[config.mk]
export PLATFORM = sky130hd
export DESIGN_NAME = fir_coef_ctrl
export DESIGN_NICKNAME = d
export VERILOG_FILES = /design/src/rtl/fir_coef_ctrl.sv
export SDC_FILE = /design/constraint.sdc
export NUM_CORES = 1
export LEC_CHECK = 0
export CAP_MARGIN = 20
export CORE_AREA = 2 2 130 132
export DETAILED_ROUTE_END_ITERATION = 12
export DIE_AREA = 0 0 132 134
export PLACE_DENSITY_LB_ADDON = 0.1
export SLEW_MARGIN = 20
export SYNTH_ARGS = -nofsm -noshare
export SYNTH_HDL_FRONTEND = slang
export SYNTH_SLANG_ARGS = --single-unit
[constraint.sdc]
create_clock -name clk -period 3.5 [get_ports clk]
set_input_delay 0.7 -clock clk [delete_from_list [all_inputs] [get_ports clk]]
set_output_delay 0.7 -clock clk [all_outputs]
set_load 0.01 [all_outputs]
[src/rtl/fir_coef_ctrl.sv]
// fir_coef_ctrl
//   Coefficient bank and sequencing controller for the shared FIR on the ADC
//   sample path. Software writes coefficients into a shadow bank. A commit
//   request copies the shadow bank into the active bank. The copy happens
//   only on a sample strobe, so the FIR never sees a mixed coefficient set.
//   After each swap the controller counts strobes until the FIR pipeline holds
//   only samples processed with the new set, and then raises out_valid.
//
// Ports
//   clk        system clock, rising edge
//   rst_n      asynchronous active-low reset
//   coef_we    shadow write strobe (one word per cycle)
//   coef_addr  tap index to write (0 = tap[0], newest sample)
//   coef_data  coefficient value (signed, stored as raw bits)
//   commit     one-cycle request to swap shadow -> active
//   rd_addr    shadow readback address
//   rd_data    registered shadow readback (0 for out-of-range address)
//   in_stb     new ADC sample present (single-cycle pulse)
//   fir_tick   FIR clock enable, in_stb delayed by one cycle
//   coefs      active bank, tap i in [(TAPS-1-i)*32 +: 32], zero-extended
//   out_valid  FIR output was computed entirely with the current active set
//   busy       swap pending or pipeline still filling
//   addr_err   sticky flag for a write to an address >= TAPS
//   err_clr    clears addr_err (a bad write in the same cycle wins)
module fir_coef_ctrl #(
  parameter int TAPS   = 5,
  parameter int CWIDTH = 16,
  localparam int AW    = (TAPS > 2) ? $clog2(TAPS) : 1
) (
  input  logic                clk,
  input  logic                rst_n,
  input  logic                coef_we,
  input  logic [AW-1:0]       coef_addr,
  input  logic [CWIDTH-1:0]   coef_data,
  input  logic                commit,
  input  logic [AW-1:0]       rd_addr,
  output logic [CWIDTH-1:0]   rd_data,
  input  logic                in_stb,
  output logic                fir_tick,
  output logic [TAPS*32-1:0]  coefs,
  output logic                out_valid,
  output logic                busy,
  output logic                addr_err,
  input  logic                err_clr
);

  localparam int FILL_LEN = TAPS + 3;
  localparam int CNTW     = $clog2(FILL_LEN + 1);
  localparam logic [AW:0]     TAPS_L = (AW+1)'(TAPS);
  // Count value held on the strobe just before the last fill strobe.
  localparam logic [CNTW-1:0] RUN_AT = CNTW'(FILL_LEN - 2);

  typedef enum logic [1:0] {NOCFG, PEND, FILL, RUN} state_t;

  state_t state_reg, state_next;

  logic [CWIDTH-1:0] shadow_reg [TAPS];
  logic [CWIDTH-1:0] active_reg [TAPS];

  logic [CWIDTH-1:0] rd_data_reg;
  logic [CWIDTH-1:0] rd_word;
  logic [CNTW-1:0]   fill_cnt_reg, fill_cnt_next;
  logic              out_valid_reg, out_valid_next;
  logic              busy_reg, busy_next;
  logic              fir_tick_reg;
  logic              addr_err_reg;

  logic wr_ok, wr_bad, rd_ok, swap;

  assign wr_ok  = coef_we && ({1'b0, coef_addr} < TAPS_L);
  assign wr_bad = coef_we && !({1'b0, coef_addr} < TAPS_L);
  assign rd_ok  = ({1'b0, rd_addr} < TAPS_L);

  // A swap needs a sample strobe plus either an earlier commit (PEND) or a
  // commit arriving in the same cycle as the strobe.
  assign swap = in_stb && ((state_reg == PEND) || commit);

  // Shadow and active banks, one register word per tap. The active copy
  // takes the shadow value from before any write in the same cycle.
  generate
    for (genvar gi = 0; gi < TAPS; gi++) begin : g_tap
      always_ff @(posedge clk or negedge rst_n) begin
        if (!rst_n) begin
          shadow_reg[gi] <= '0;
        end else if (wr_ok && (coef_addr == AW'(gi))) begin
          shadow_reg[gi] <= coef_data;
        end
      end

      always_ff @(posedge clk or negedge rst_n) begin
        if (!rst_n) begin
          active_reg[gi] <= '0;
        end else if (swap) begin
          active_reg[gi] <= shadow_reg[gi];
        end
      end

      assign coefs[(TAPS-1-gi)*32 +: 32] = 32'(active_reg[gi]);
    end
  endgenerate

  always_comb begin
    rd_word = '0;
    if (rd_ok) begin
      rd_word = shadow_reg[rd_addr];
    end
  end

  // State register together with the registered FSM outputs.
  always_ff @(posedge clk or negedge rst_n) begin
    if (!rst_n) begin
      state_reg     <= NOCFG;
      fill_cnt_reg  <= '0;
      out_valid_reg <= 1'b0;
      busy_reg      <= 1'b0;
    end else begin
      state_reg     <= state_next;
      fill_cnt_reg  <= fill_cnt_next;
      out_valid_reg <= out_valid_next;
      busy_reg      <= busy_next;
    end
  end

  // Next-state logic.
  always_comb begin
    state_next = state_reg;
    if (swap) begin
      state_next = FILL;
    end else if (commit) begin
      // From NOCFG, FILL or RUN a commit waits for the next strobe;
      // in PEND it is simply absorbed.
      state_next = PEND;
    end else begin
      case (state_reg)
        FILL:    if (in_stb && (fill_cnt_reg == RUN_AT)) state_next = RUN;
        default: state_next = state_reg;
      endcase
    end
  end

  // Output / datapath-control logic.
  always_comb begin
    fill_cnt_next  = fill_cnt_reg;
    out_valid_next = out_valid_reg;
    if (swap) begin
      fill_cnt_next  = '0;
      out_valid_next = 1'b0;
    end else if ((state_reg == FILL) && !commit && in_stb) begin
      if (fill_cnt_reg != '1) begin
        fill_cnt_next = fill_cnt_reg + CNTW'(1);
      end
      if (fill_cnt_reg == RUN_AT) begin
        out_valid_next = 1'b1;
      end
    end
    busy_next = (state_next == PEND) || (state_next == FILL);
  end

  // Tick, readback and error flag.
  always_ff @(posedge clk or negedge rst_n) begin
    if (!rst_n) begin
      fir_tick_reg <= 1'b0;
      rd_data_reg  <= '0;
      addr_err_reg <= 1'b0;
    end else begin
      fir_tick_reg <= in_stb;
      rd_data_reg  <= rd_word;
      if (wr_bad) begin
        addr_err_reg <= 1'b1;
      end else if (err_clr) begin
        addr_err_reg <= 1'b0;
      end
    end
  end

  assign rd_data   = rd_data_reg;
  assign fir_tick  = fir_tick_reg;
  assign out_valid = out_valid_reg;
  assign busy      = busy_reg;
  assign addr_err  = addr_err_reg;

endmodule

# Word-level counts from Yosys, hierarchy flattened
# Index checks and enable logic that the tools add are counted.
# totals
regBits,186
inputBits,28
output_inout_bits,180
wordCells,70
# op_classes
addsub,1
order_cmp,3
eq_ne,10
muxes,16
n_bitwise,1
reduce_logical,22
# op_table
cell,count
16-bit binary-select mux with 3-bit select,1
16-bit two-way mux,3
4-bit two-way mux,3
1-bit logical AND,11
2-bit two-way mux,4
2-bit nonzero test,4
3-bit by 2-bit == test with 1-bit output (second input constant),2
3-bit < comparator (second input constant),2
1-bit two-way mux,5
4-bit by 1-bit adder with 4-bit output (second input constant),1
2-bit by 1-bit == test with 1-bit output (second input constant),2
2-bit == test (second input constant),2
4-bit by 3-bit == test with 1-bit output (second input constant),1
4-bit >= comparator (second input constant),1
4-bit != test (second input constant),1
3-bit inverter with 4-bit output,1
2-bit AND reduction,2
3-bit by 1-bit == test with 1-bit output (second input constant),1
3-bit == test (second input constant),1
3-bit logical NOT,1
1-bit logical NOT,2
1-bit logical OR,2

# Depth between registers and ports, before layout
# logic_depth
ltp_word,8
ltp_mapped,6

# Least setup slack after synthesis
# No wires, ideal clock.
# synth_timing
path_kind,in2reg
startpoint,input coef_addr[1]
endpoint,register shadow_reg[69] (netlist bit)
setup_ns,0.125
t_arrival_ns,1.768
path_slack_ns,1.607
path_stages,4
n_path_buf,2
cell_sequence,buf_6 -> nor4b_4 -> buf_6 -> mux2_2
# synth_via
elab_chain_len,3
# synth_rtl
element,line,source
from (decl),33,"input logic [AW-1:0] coef_addr,"
3-bit < comparator,70,"assign wr_ok = coef_we && ({1'b0, coef_addr} < TAPS_L);"
1-bit logical AND,70,
1-bit logical AND (*),85,end else if (wr_ok && (coef_addr == AW'(gi))) begin
"to (signal, indexed assignment)",86,shadow_reg[gi] <= coef_data;
to (decl),57,logic [CWIDTH-1:0] shadow_reg [TAPS];
# Mark *: on every way between the ends. The rest lies on a longest branch, timed or not.
# A chain may end at the register's enable or synchronous reset.

# Worst setup path after layout
# layout_timing
startpoint,input coef_addr[1]
endpoint,register shadow_reg[30] (netlist bit)
# Same word-level chain as after synthesis.

==> run summary <==
The critical path arrival is 2.54 ns, and the cell-internal power is 0.00498 W. In this run the worst hold path is classified as in -> async. Entering global routing, the biggest net connects 126 pins.

TritonCTS built the clock tree. In the final timing run, aggregate negative setup slack is 0 ns. Portion of total power attributed to combinational logic: 0.259. In the post-synthesis netlist, the cell with the most instances is dfrtp_1.

Summing all flip-flop and latch instances after layout gives 0.00465 sq mm. By area, the combinational part of the netlist is dominated by multiplexers. The starting utilization of the core area came out at 0.502.

The kind of launch point of the worst setup path is an input port. The worst reg2reg path startpoint is state_reg[0]. The worst reg2reg path depth is 4. Setup repair after global routing left no endpoint under its margin. The relative max-transition margin was 0.341; the proportion of power drawn by flip-flops and latches was 0.453. The cell taking the most area after synthesis was dfrtp_1. The tools report the fill cell total of the finished layout as 1290.

The count of pins on the block boundary came out at 208. Wires add up to 16400 um. The number of cells after detailed placement was 886; the average cell area after synthesis was 14.8 sq um. The switching portion of total power came out at 0.263. The number of distinct library cells after synthesis came out at 37.

The fraction of registers with async set/reset works out to 1.00. The number of vias per cell is 5.00. The number of flops mapped to enable cells by yosys came out at 0.

For the number of remaining DRC errors, the log shows 0. The worst setup path is captured at a register. The post-synthesis simple-gate area fraction was 0.0294; the final critical path time including I/O delays and setup was 2.24 ns. After clock tree synthesis, the flow added hold-fix buffers numbering 0.

The clock passes through at most 2 buffers. The run finished with clean final reports. Fmax: 447 MHz. The critical path goes through clkdlybuf4s50_1 > nand4b_2 > mux2_2. Number of violations of the max-capacitance limit: 0. Row generation in the floorplan step produced 47 rows.

The tree built by TritonCTS fans out to 186 sinks. Global routing finished with a remaining overflow of 0. The region available for standard cell placement spans 0.0163 sq mm.

The number of buffers added for setup after CTS was 0. The first routing iteration left 191 violations. The run gives 0.00818 sq mm as the post-synthesis cell area.

The first global-routing pass estimated 27200 um of wire. The die covers 0.0177 sq mm. The run gives 0.288 as the part of the power in the clock network. The run gives 0.42 ns as the latest clock arrival within the worst-skew pair.

Initial antenna violation count: 0. For the total track usage, the log shows 0.201. Register area share after synthesis: 0.569. The final hold violation count is 0, and the fraction of synthesized cell area taken by the top area cell type is 0.569.

Compared with the post-synthesis result, the final layout area differs by 20.8%. The power consumption is 0.00675 W. The tools report the root cell of the clock tree as clkbuf_16. For this design the total switching power over the nets is 0.00177 W. Setup violations remaining at the end of the flow were counted as 0.

The transition time at the pin with the least slew margin came out at 0.988 ns. The Yosys step of the flow raised 0 warnings. The adder and majority gate portion of the synthesized area came out at 0.00306. Worst clock skew on the final layout: 0.00799 ns. The TritonCTS buffer count is 17. The H-tree level count is 4, and the footprint of the multi-input gates is 0.00293 sq mm. Fraction of final layout cells with drive strength greater than 1: 0.302. For this design, the slowest cell found on the critical path is clkdlybuf4s50_1. The complex-gate fraction of the synthesized area came out at 0.0229. In the synthesized netlist, the cells that appear most often are dfrtp_1, mux2_2, buf_4, o21ai_0, inv_1. The clock-pin slew on the worst setup and hold paths was 0.06 ns; the total of cells resized after clock tree synthesis was 0. The iteration count of the initial detailed-routing pass is 4, and the xor/xnor share of the synthesized area is 0. The tools report the number of nets still failing antenna checks after routing as 0. The floorplan die width works out to 132 um. Among all flip-flop cells after synthesis, the most frequent one is dfrtp_1. The placer congestion estimate is 0.738, and the post-synthesis mux area share is 0.266.

The number of antenna diodes in the final layout is 0. On the worst path, the slowest cell contributes a delay of 0.66 ns. For the required time at the endpoint of the critical path, the log shows 3.80 ns. The logs give 4922 for the number of global-route vias before repair and 715 for the net count of the finished layout. The logs give 554 for the instance count of the mapped netlist and 0.00929 sq mm for the standard cell area after detailed placement. After routing the design area is 0.00989 sq mm. Dividing total power by cell area gives a power density of 682 mW/mm^2. The part of the cycle the worst path needs came out at 0.639. The die height is 134 um. The count of non-filler cells in the finished layout was 916. By area the synthesized netlist is led by dfrtp_1, mux2_2, buf_4.

Of all nets on the critical path, the largest fanout is 16. In the final routed layout, each cell accounts on average for 17.9 um. Tracing the worst setup path back leads to its startpoint at coef_addr[1].

The class of the most critical setup path was in -> reg. The count of buffers added on input and output ports is 127. The worst-case IR drop observed on VDD is 395 uV. Synthesis inferred 186 register bits. The tools report the HPWL reported at the end of detailed placement as 10500 um.

For the static power due to leakage, the log shows 4.36 nW. The max-slew violation count is 0, and the via count is 4577.
metal layers:
| layer | routed length (um) | vias up | GRT usage |
|---|---|---|---|
| met3 | 863 | 18 | 0.0529 |
| li1 | - | 2033 | - |
| met2 | 8330 | 155 | 0.339 |
| met1 | 6980 | 2371 | 0.254 |
| met4 | 248 | 0 | 0.0670 |
| met5 | 0 | - | 0 |
power groups by stage:
stage                     sequential [W]  clock, W  combinational (W)
after CTS                        0.00307   0.00199            0.00178
after global placement           0.00308         0            0.00173
after detailed placement         0.00310         0            0.00176
after global routing             0.00314   0.00208            0.00188
final                            0.00306   0.00194            0.00175
after floorplan                  0.00317         0           0.000763
worst max-delay path, delay by kind of cell:
family                 cells  cell delay [ns]
buffers and inverters      1             0.66
AND/OR/NAND/NOR            1             0.66
multiplexers               1             0.52
cell families after synthesis:
group	count (synthesis)
AO/OA/AOI/OAI	32
adder cells (fa/ha/maj)	2
buffers and inverters	122
flip-flops	186
multiplexers	176
other	1
AND/OR/NAND/NOR	35
worst paths after layout:
kind / endpoint / slack (ns)
setup / recovery: shadow_reg[30] / 1.26
hold / removal: coefs[99] / 0.41
setup reg to reg: coefs[66] / 1.79
hold reg to reg: out_valid / 0.49
max in group asynchronous: rd_data[0] / 2.18
min in group clk: out_valid / 0.49
area by class of cell:
type                       count  area share
sequential                   186       0.471
multi-input combinational    325       0.297
timing repair buffer         135       0.137
clock buffer                  23      0.0483
tap                          220      0.0278
clock inverter                 7      0.0118
inverter                      20     0.00759
placed cells by master, fill, tap and decap left out, drive strengths merged, types with 4 or more instances in the layout:
master / netlist / final
o21ai: 22 / 22
conb: 1 / 80
inv: 20 / 20
nand2: 17 / 17
clkdlybuf4s50: 0 / 125
mux2: 160 / 160
mux4: 16 / 16
clkbuf: 1 / 24
dfrtp: 186 / 186
buf: 101 / 9
a21oi: 4 / 4
through the flow:
step | utilization | hold WS (ns) | worst slack [ns]
2_1_floorplan | - | 0.404 | 1.61
6_report | 0.607 | 0.408 | 1.26
3_5_place_dp | 0.570 | 0.480 | 0.808
4_1_cts | 0.607 | 0.467 | 1.26
3_3_place_gp | 0.570 | 0.474 | 0.879
5_1_grt | 0.607 | 0.497 | 1.17
(Power assumes the default switching activity.)
==> edit: new RTL, config.mk and constraints unchanged <==
Encoding of `state_t`: now Gray code (2 bits for 4 states).
--- a/src/rtl/fir_coef_ctrl.sv
+++ b/src/rtl/fir_coef_ctrl.sv
@@ -52,3 +52,3 @@
 
-  typedef enum logic [1:0] {NOCFG, PEND, FILL, RUN} state_t;
+  typedef enum logic [1:0] {NOCFG = 2'b00, PEND = 2'b01, FILL = 2'b11, RUN = 2'b10} state_t;
 
Function: same outputs for any inputs over 4 cycles, from zero or initial values and one cycle with rst_n low; so few cycles prove little.
==> edit against the original RTL <==
  * Cell area rose by 1.5%
  * Non-clock buffer count rose by 6
  * Routed wire length rose by 2.3%
  * Worst setup slack got worse by 0.10 ns
  * Die area did not move
  * Area after synthesis fell by 1.6%
  * Sequential share of layout area fell by 0.93 points
  * Core utilization rose by 0.89 points
  * Power rose by 3.0%
  * Clock skew fell by 0.0029 ns
  * Sequential cell count fell by 1
==> edit: results (changes against the original RTL) <==
status completed; leakage power summed over all cells 4.43 nW (+1.6%); maximum clock path buffer count 2 (unchanged); number of different library cells in the post-synthesis netlist 36 (-2.7%); detailed placement HPWL 11.5 mm (+9.2%); combined global-route utilization of all metal layers 19.3% (-0.82 points); critical path fanouts, max 16 (unchanged); slew at the pin closest to its max-slew limit 0.868 ns (-0.120 ns); pin count of the biggest net entering global routing 82 (-35%); clock root buffer clkbuf_16; via count of the first global-routing pass 4784 (-2.8%); worst hold path type primary input to async pin; clock-pin slew of the registers on the worst-case setup and hold paths 0.06 ns (about the same); average wire per standard cell 18.1 um (+1.1%); IR drop worst, VDD 424 uV (+7.4%); register area share after synthesis 57.5% (+0.62 points); clk_lat worst skew 0.43 ns; wirelength, routed 16.8 mm (+2.3%); synthesis warning total 0 (unchanged); Detailed Route Iter0 Violations 225 (+18%); proportion of layout cells with a drive suffix above 1 31.8% (+1.7 points); port bufs 127 (unchanged); GPL Wtd Cong 0.745 (+0.96%); count of mapped cells out of synthesis 557 (+0.54%); fill cell count 1282 (-0.62%); number of cells in the design after placement 895 (+1.0%); number of diodes added for antenna fixing 0 (unchanged); Internal Power 5.17 mW (+3.9%); cts bufs inserted 17 (unchanged); worst clock skew 0.00506 ns (-0.00293 ns); worst path arrival time 2.65 ns (+0.11 ns); mean number of vias per cell 4.99 (-0.15%); number of post-CTS setup repair buffers 0 (unchanged); top cells by area, synth dfrtp_1 57%, mux2_2 23%, buf_4 7.9%; synth cell count leaders 185 x dfrtp_1, 167 x mux2_2, 85 x buf_4; Layout Nets 724 (+1.3%); wire length of the first global-routing pass 26.3 mm (-3.4%); fraction of registers with async set/reset 100% (unchanged)
[edit: cell types whose count changed after synthesis, sizes merged, moves of 14 or more]
| cell | change |
|---|---|
| nand2 | -14 |
| inv | -18 |
| mux4 | -16 |
| a22oi | +14 |
| mux2i | +18 |
| mux2 | +14 |
[edit: cells by family (layout without fill, tap and decap cells)]
logic type | count (synthesis) | count (layout) | share of synthesized area, %
AND/OR/NAND/NOR | 24 | 24 | 2.47
buffers and inverters | 104 | 175 | 9.12
adder cells (fa/ha/maj) | 2 | 2 | 0.311
multiplexers | 192 | 192 | 26.6
flip-flops | 185 | 185 | 57.5
other | 1 | 80 | 0.0466
AO/OA/AOI/OAI | 49 | 49 | 3.99
[edit: worst max-delay path, cell delays in order]
cell	delay, ns
clkdlybuf4s50_1	0.72
nand4b_2	0.70
mux2_2	0.52
[edit: layout make-up]
type,instances,area (sq um),area share (%)
well taps,220,275,2.74
clock buffers,20,467,4.65
inverters,2,7.51,0.0748
flip-flops and latches,185,4630,46.1
multi-input cells,347,3000,29.9
repair buffers,141,1410,14.1
clock inverters,12,243,2.42
[edit: power by group through the flow]
stage                     combinational, mW  clock [mW]  sequential, mW
final                                  1.65        2.27            3.03
after global routing                   1.77        2.40            3.10
after global placement                 1.63           0            3.04
after CTS                              1.68        2.30            3.03
after detailed placement               1.67           0            3.07
after floorplan                       0.713           0            3.11
[edit: stage by stage]
stage | hold WS [ns] | area, sq um | utilization [%] | total power, mW | setup WS, ns
detailed placement | 0.481 | 9320 | 57.2 | 4.74 | 0.703
global placement | 0.478 | 9320 | 57.2 | 4.68 | 0.750
CTS | 0.266 | 10000 | 61.6 | 7.01 | 1.16
finish | 0.226 | 10000 | 61.6 | 6.95 | 1.16
floorplan | 0.404 | 8350 | - | 3.83 | 1.58
global route | 0.292 | 10000 | 61.6 | 7.27 | 1.09
[edit: path summary, 6_finish.rpt]
| kind | start | end | cells past startpoint |
|---|---|---|---|
| worst max-delay path | coef_addr[1] | shadow_reg[26]$_DFFE_PN0P_ | 3 |
| worst min-delay path | rst_n | fill_cnt_reg[3]$_DFFE_PN0P_ | 1 |
| worst max register to register | state_reg[0]$_DFF_PN0_ | coefs[43]$_DFFE_PN0P_ | 4 |
| worst min register to register | coefs[135]$_DFFE_PN0P_ | coefs[135]$_DFFE_PN0P_ | 1 |
| max in group asynchronous | rst_n | coefs[137]$_DFFE_PN0P_ | 2 |
| min in group clk | coefs[135]$_DFFE_PN0P_ | coefs[135]$_DFFE_PN0P_ | 1 |
[edit: routing by layer]
layer / track usage (%) / part of all wire, % / vias up
li1: - / - / 2085
met1: 25.8 / 45 / 2389
met2: 31.3 / 49 / 135
met3: 4.69 / 5.0 / 16
met4: 5.92 / 0.99 / 0
met5: 0 / 0 / -
